<file path="src/rtl/dcache_direct_mapped.sv">
// Direct-mapped, write-through, no-write-allocate data cache.
// Read hits return data combinationally; read misses fill a whole 4-word line;
// every store is forwarded to memory as a single-word write.
// Handshake: cpu_read/cpu_write are held until stall=0, and that cycle is the
// completion cycle. mem_read/mem_write are held until a one-cycle mem_ready
// pulse (fill data valid or write accepted) and are never high together.
module dcache_direct_mapped #(
    parameter int NUM_LINES = 4,
    parameter int WORD      = 16
) (
    input  logic              Clk,
    input  logic              Reset,
    input  logic              cpu_read,
    input  logic              cpu_write,
    input  logic [WORD-1:0]   cpu_addr,
    input  logic [WORD-1:0]   cpu_wdata,
    output logic [WORD-1:0]   cpu_rdata,
    output logic              stall,
    output logic              mem_read,
    output logic              mem_write,
    output logic [WORD-1:0]   mem_addr,
    output logic [WORD-1:0]   mem_wdata,
    input  logic [4*WORD-1:0] mem_rdata,
    input  logic              mem_ready,
    output logic [15:0]       hit_count,
    output logic [15:0]       miss_count,
    output logic [1:0]        dbgState
);

    localparam int IW = $clog2(NUM_LINES);
    localparam int TW = WORD - IW - 2;

    typedef enum logic [1:0] {
        IDLE  = 2'd0,
        FILL  = 2'd1,
        WRITE = 2'd2
    } cacheState_e;

    cacheState_e state;
    cacheState_e nextState;

    // Line storage; only the valid bits are reset.
    logic [NUM_LINES-1:0]   validBits;
    logic [TW-1:0]          tagMem  [NUM_LINES];
    logic [3:0][WORD-1:0]   lineMem [NUM_LINES];

    logic [IW-1:0] reqIdx;
    logic [TW-1:0] reqTag;
    logic [1:0]    reqOff;
    logic [IW-1:0] fillIdx;
    logic [TW-1:0] fillTag;
    logic          hit;

    // Set on write completion so the held store retires without reissuing.
    logic          done;
    // Remembers whether the outstanding store hit, for the completion count.
    logic          writeHitQ;

    logic hitInc;
    logic missInc;
    logic startFill;
    logic startWrite;
    logic fillDone;
    logic writeDone;

    assign reqIdx   = cpu_addr[IW+1:2];
    assign reqTag   = cpu_addr[WORD-1:IW+2];
    assign reqOff   = cpu_addr[1:0];
    // Fill target comes from the registered line address, not the live CPU bus.
    assign fillIdx  = mem_addr[IW+1:2];
    assign fillTag  = mem_addr[WORD-1:IW+2];
    assign hit      = validBits[reqIdx] && (tagMem[reqIdx] == reqTag);
    assign dbgState = state;

    // Next-state, stall and read-data decode.
    always_comb begin
        nextState  = state;
        stall      = 1'b0;
        cpu_rdata  = '0;
        hitInc     = 1'b0;
        missInc    = 1'b0;
        startFill  = 1'b0;
        startWrite = 1'b0;
        fillDone   = 1'b0;
        writeDone  = 1'b0;
        unique case (state)
            IDLE: begin
                if (cpu_write) begin
                    if (!done) begin
                        stall      = 1'b1;
                        startWrite = 1'b1;
                        nextState  = WRITE;
                    end
                end else if (cpu_read) begin
                    if (hit) begin
                        cpu_rdata = lineMem[reqIdx][reqOff];
                        hitInc    = 1'b1;
                    end else begin
                        stall     = 1'b1;
                        startFill = 1'b1;
                        missInc   = 1'b1;
                        nextState = FILL;
                    end
                end
            end
            FILL: begin
                stall = 1'b1;
                if (mem_ready) begin
                    fillDone  = 1'b1;
                    nextState = IDLE;
                end
            end
            WRITE: begin
                stall = 1'b1;
                if (mem_ready) begin
                    writeDone = 1'b1;
                    hitInc    = writeHitQ;
                    nextState = IDLE;
                end
            end
            default: nextState = IDLE;
        endcase
    end

    // Control state, memory request registers and saturating counters.
    always_ff @(posedge Clk) begin
        if (Reset) begin
            state      <= IDLE;
            validBits  <= '0;
            done       <= 1'b0;
            writeHitQ  <= 1'b0;
            mem_read   <= 1'b0;
            mem_write  <= 1'b0;
            mem_addr   <= '0;
            mem_wdata  <= '0;
            hit_count  <= '0;
            miss_count <= '0;
        end else begin
            state <= nextState;
            if (writeDone) begin
                done <= 1'b1;
            end else if (state == IDLE) begin
                done <= 1'b0;
            end
            if (startFill) begin
                mem_read <= 1'b1;
                mem_addr <= {cpu_addr[WORD-1:2], 2'b00};
            end
            if (startWrite) begin
                mem_write <= 1'b1;
                mem_addr  <= cpu_addr;
                mem_wdata <= cpu_wdata;
                writeHitQ <= hit;
            end
            if (fillDone) begin
                validBits[fillIdx] <= 1'b1;
                mem_read           <= 1'b0;
                mem_addr           <= '0;
            end
            if (writeDone) begin
                mem_write <= 1'b0;
                mem_addr  <= '0;
                mem_wdata <= '0;
            end
            if (hitInc && hit_count != 16'hFFFF) begin
                hit_count <= hit_count + 16'd1;
            end
            if (missInc && miss_count != 16'hFFFF) begin
                miss_count <= miss_count + 16'd1;
            end
        end
    end

    // Tag and data arrays: line fill on fill completion, word update on store hit.
    always_ff @(posedge Clk) begin
        if (!Reset) begin
            if (startWrite && hit) begin
                lineMem[reqIdx][reqOff] <= cpu_wdata;
            end
            if (fillDone) begin
                lineMem[fillIdx] <= mem_rdata;
                tagMem[fillIdx]  <= fillTag;
            end
        end
    end

endmodule
</file>
<file path="config.mk">
export PLATFORM = sky130hd
export DESIGN_NAME = dcache_direct_mapped
export DESIGN_NICKNAME = d
export VERILOG_FILES = /design/src/rtl/dcache_direct_mapped.sv
export SDC_FILE = /design/constraint.sdc
export NUM_CORES = 1
export LEC_CHECK = 0
export CAP_MARGIN = 20
export CORE_MARGIN = 1
export CORE_UTILIZATION = 56
export DETAILED_ROUTE_END_ITERATION = 7
export PLACE_DENSITY = 0.8
export SYNTH_ARGS = -nofsm -noshare
export SYNTH_HDL_FRONTEND = slang
export SYNTH_SLANG_ARGS = --single-unit
</file>
<file path="constraint.sdc">
create_clock -name Clk -period 3.8 [get_ports Clk]
set_input_delay 0.38 -clock Clk [delete_from_list [all_inputs] [get_ports Clk]]
set_output_delay 0.38 -clock Clk [all_outputs]
set_load 0.05 [all_outputs]
</file>
==> flow_summary.toml <==
[final_layout]
design_area_sq_um = 19500
multi_input_area_sq_um = 4890
drive_above_1_share_pct = 18.4
seq_area_sq_um = 10600
nNetsFinal = 1305
fillers = 1737
area_delta_synth_final_pct = 23.8

[placed_design]
place_area_sq_um = 18300
gp_congestion = 0.886
io_buffer_count = 185
hpwlAfterDp_mm = 26.5

[timing]
skew_ps = 15.2
period_needed_ps = 3540
setup_violations = 0
maxSlewViolCount = 0
relSlewSlack_pct = 43.0
tightestPinTransition_ps = 855
rsz0062_at_grt = "no"
fin_crit_sh_pct = 93.3
fin_tns_setup_ps = 0
timing.fmax_mhz = 282
hold_viol = 0

[die]
dieArea_sq_um = 28800
rows = 61
io_pins = 186
core_area_sq_um = 27700
initial_core_util_pct = 56.9
fp.dieW_microns = 170
die_h_microns = 170

[clock_network]
clk_latency_ps = 540
ctsRootBufferMaster = "clkbuf_16"
clkSinkCount = 378
cts_hold_buf = 0
htree_levels = 2
ctsResizeCount = 0
clk_pin_slew_ps = 60
cts_setup_buffers = 0
clockBufferDepth = 3
cts_inserted_buffers = 38
cts_tree = "built"

[logic_synthesis]
synth_most_common_cell = "edfxtp_1"
yosysWarnings = 0
synthArstFlopShare_pct = 0
ys_top_cells_by_count = "304 x edfxtp_1, 88 x nand2_1, 87 x mux4_2"
netlist.area_leader.share_pct = 57.9
netlist_area_sq_um = 15800
seq_area_frac_synth_pct = 67.3
synth_area_per_cell_sq_um = 15.9
synth_edf_count = 304
synthTopCellsByArea = "edfxtp_1 58%, mux4_2 12%, dfxtp_1 9.4%"
yosysTopAreaCell = "edfxtp_1"
netlist_instances = 992
synth_cell_type_count = 53
ys_ff_latch = 378
syn-num-nets = 1099
synth-main-ff-cell = "edfxtp_1"

[setup_path]
crit_chain = "mux4_2 -> xor2_1 -> nor4_2 -> o2111ai_2 -> nor2_1 -> buf_4 -> and3_1 -> buf_12"
slowest_stage = "mux4_2"
start_kind = "flop"
slowest_delay_ps = 490
crit_family = "simple AND/OR/NAND/NOR gates"
endpoint_kind = "output pin"
critPathKind = "flop to output pin"
path_max_fanout = 14
worst_ep_required_time_ps = 3420
cp.arrival_ps = 3160
critPathBufInv = 2

[grt]
grt_pass1_wl_mm = 56.9
antenna_found_initial = 6
overflow = 0
track_usage_pct = 27.4
grt_max_degree = 71
grt_pass1_vias = 9460

[power_and_ir_drop]
power.leakage_nw = 6.83
p_per_area_nw_per_um2 = 485
vdd_drop_max_uv = 319

[run_status]
status = "complete, no violations"

[flow_run]
max_cap_violations = 0

[drt]
final_antenna_net_count = 0
wl_per_cell_microns = 24.3
firstDrtPassIters = 5
routed_via_density = 6.09
drcViolationCount = 0
dr_total_vias = 9799
wirelength_mm = 39.1
drt_iter0_drc = 1064

[hold_path]
worst_hold_path_type = "input pin to flop"
-- worst min-delay path, cell delays in order --
cell and delay [ps]:
clkdlybuf4s50_1 420, nand2_1 60, a21oi_1 50
-- metal layers --
metal	global-route usage [%]	routed length, microns	vias to the layer above
li1	-	-	4304
met2	42.9	18500	577
met4	11.2	1530	4
met1	36.7	14800	4813
met5	1.91	87	-
met3	6.95	4100	101
-- cells by family (layout without fill, tap and decap cells) --
| family | after synthesis | count (layout) | share of synthesized area (%) |
|---|---|---|---|
| adders and majority gates | 6 | 6 | 0.476 |
| AOI/OAI and AO/OA | 148 | 148 | 6.67 |
| buffers and inverters | 68 | 303 | 1.80 |
| DFF | 378 | 378 | 67.3 |
| other | 0 | 3 | 0 |
| muxes | 124 | 124 | 14.9 |
| and+or+nand+nor | 249 | 249 | 7.80 |
| xor gates and xnor gates | 19 | 19 | 1.06 |
-- state kept, by name, indices dropped and copies added (netlist names) --
signal      count
mem_wdata      16
writeHitQ       1
validBits       4
tagMem         48
mem_addr       16
lineMem       256
done            1
miss_count     16
mem_write       1
hit_count      16
dbgState        2
mem_read        1
-- stage by stage --
stage	hold slack, ps	util [%]	power (mW)	instances	worst slack [ps]
after floorplan	426	-	5.47	992	112
after global placement	440	66.1	5.93	1536	404
after detailed placement	444	66.1	5.95	1536	293
after CTS	424	70.4	9.48	1605	221
after global routing	441	70.4	9.71	1607	52.5
final	423	70.4	9.46	1608	256
-- power breakdown --
part | internal, mW | total, mW | leakage, nW | switching [mW]
Combinational | 0.447 | 1.19 | 2.89 | 0.738
Clock | 2.08 | 3.58 | 0.591 | 1.50
Sequential | 4.62 | 4.69 | 3.35 | 0.0714
-- cell type report --
class,instances,share of cell area (%)
flip-flops and latches,378,54.4
multi-input cells,546,25.1
clock inverters,13,0.481
repair buffers,221,11.7
clock buffers,56,5.64
diodes,3,0.0385
inverters,13,0.250
well taps,378,2.42
-- path summary, 6_finish.rpt --
| kind | slack [ps] | startpoint | to | cells after the start |
|---|---|---|---|---|
| max | 260 | tagMem[3][4] | cpu_rdata[14] | 8 |
| min | 420 | cpu_wdata[6] | mem_wdata[6] | 3 |
| max reg2reg | 570 | tagMem[3][4] | lineMem[2][52] | 9 |
| min reg2reg | 450 | mem_wdata[11] | mem_wdata[11] | 2 |
-- cell usage in the layout, fill, tap and decap left out, types with 13 or more instances in the layout --
cell             count
nand3_1             17
nand2_1             88
and3_1              22
and2_1              17
nor2_1              43
buf_4               38
dfxtp_1             74
buf_12              17
a21o_1              68
a21oi_1             32
mux2_2              13
clkdlybuf4s50_1    166
mux4_2              87
nor2b_1             13
xnor2_1             13
mux2i_1             24
clkbuf_16           40
edfxtp_1           304
Note: power is estimated with default switching activity, not from simulation.
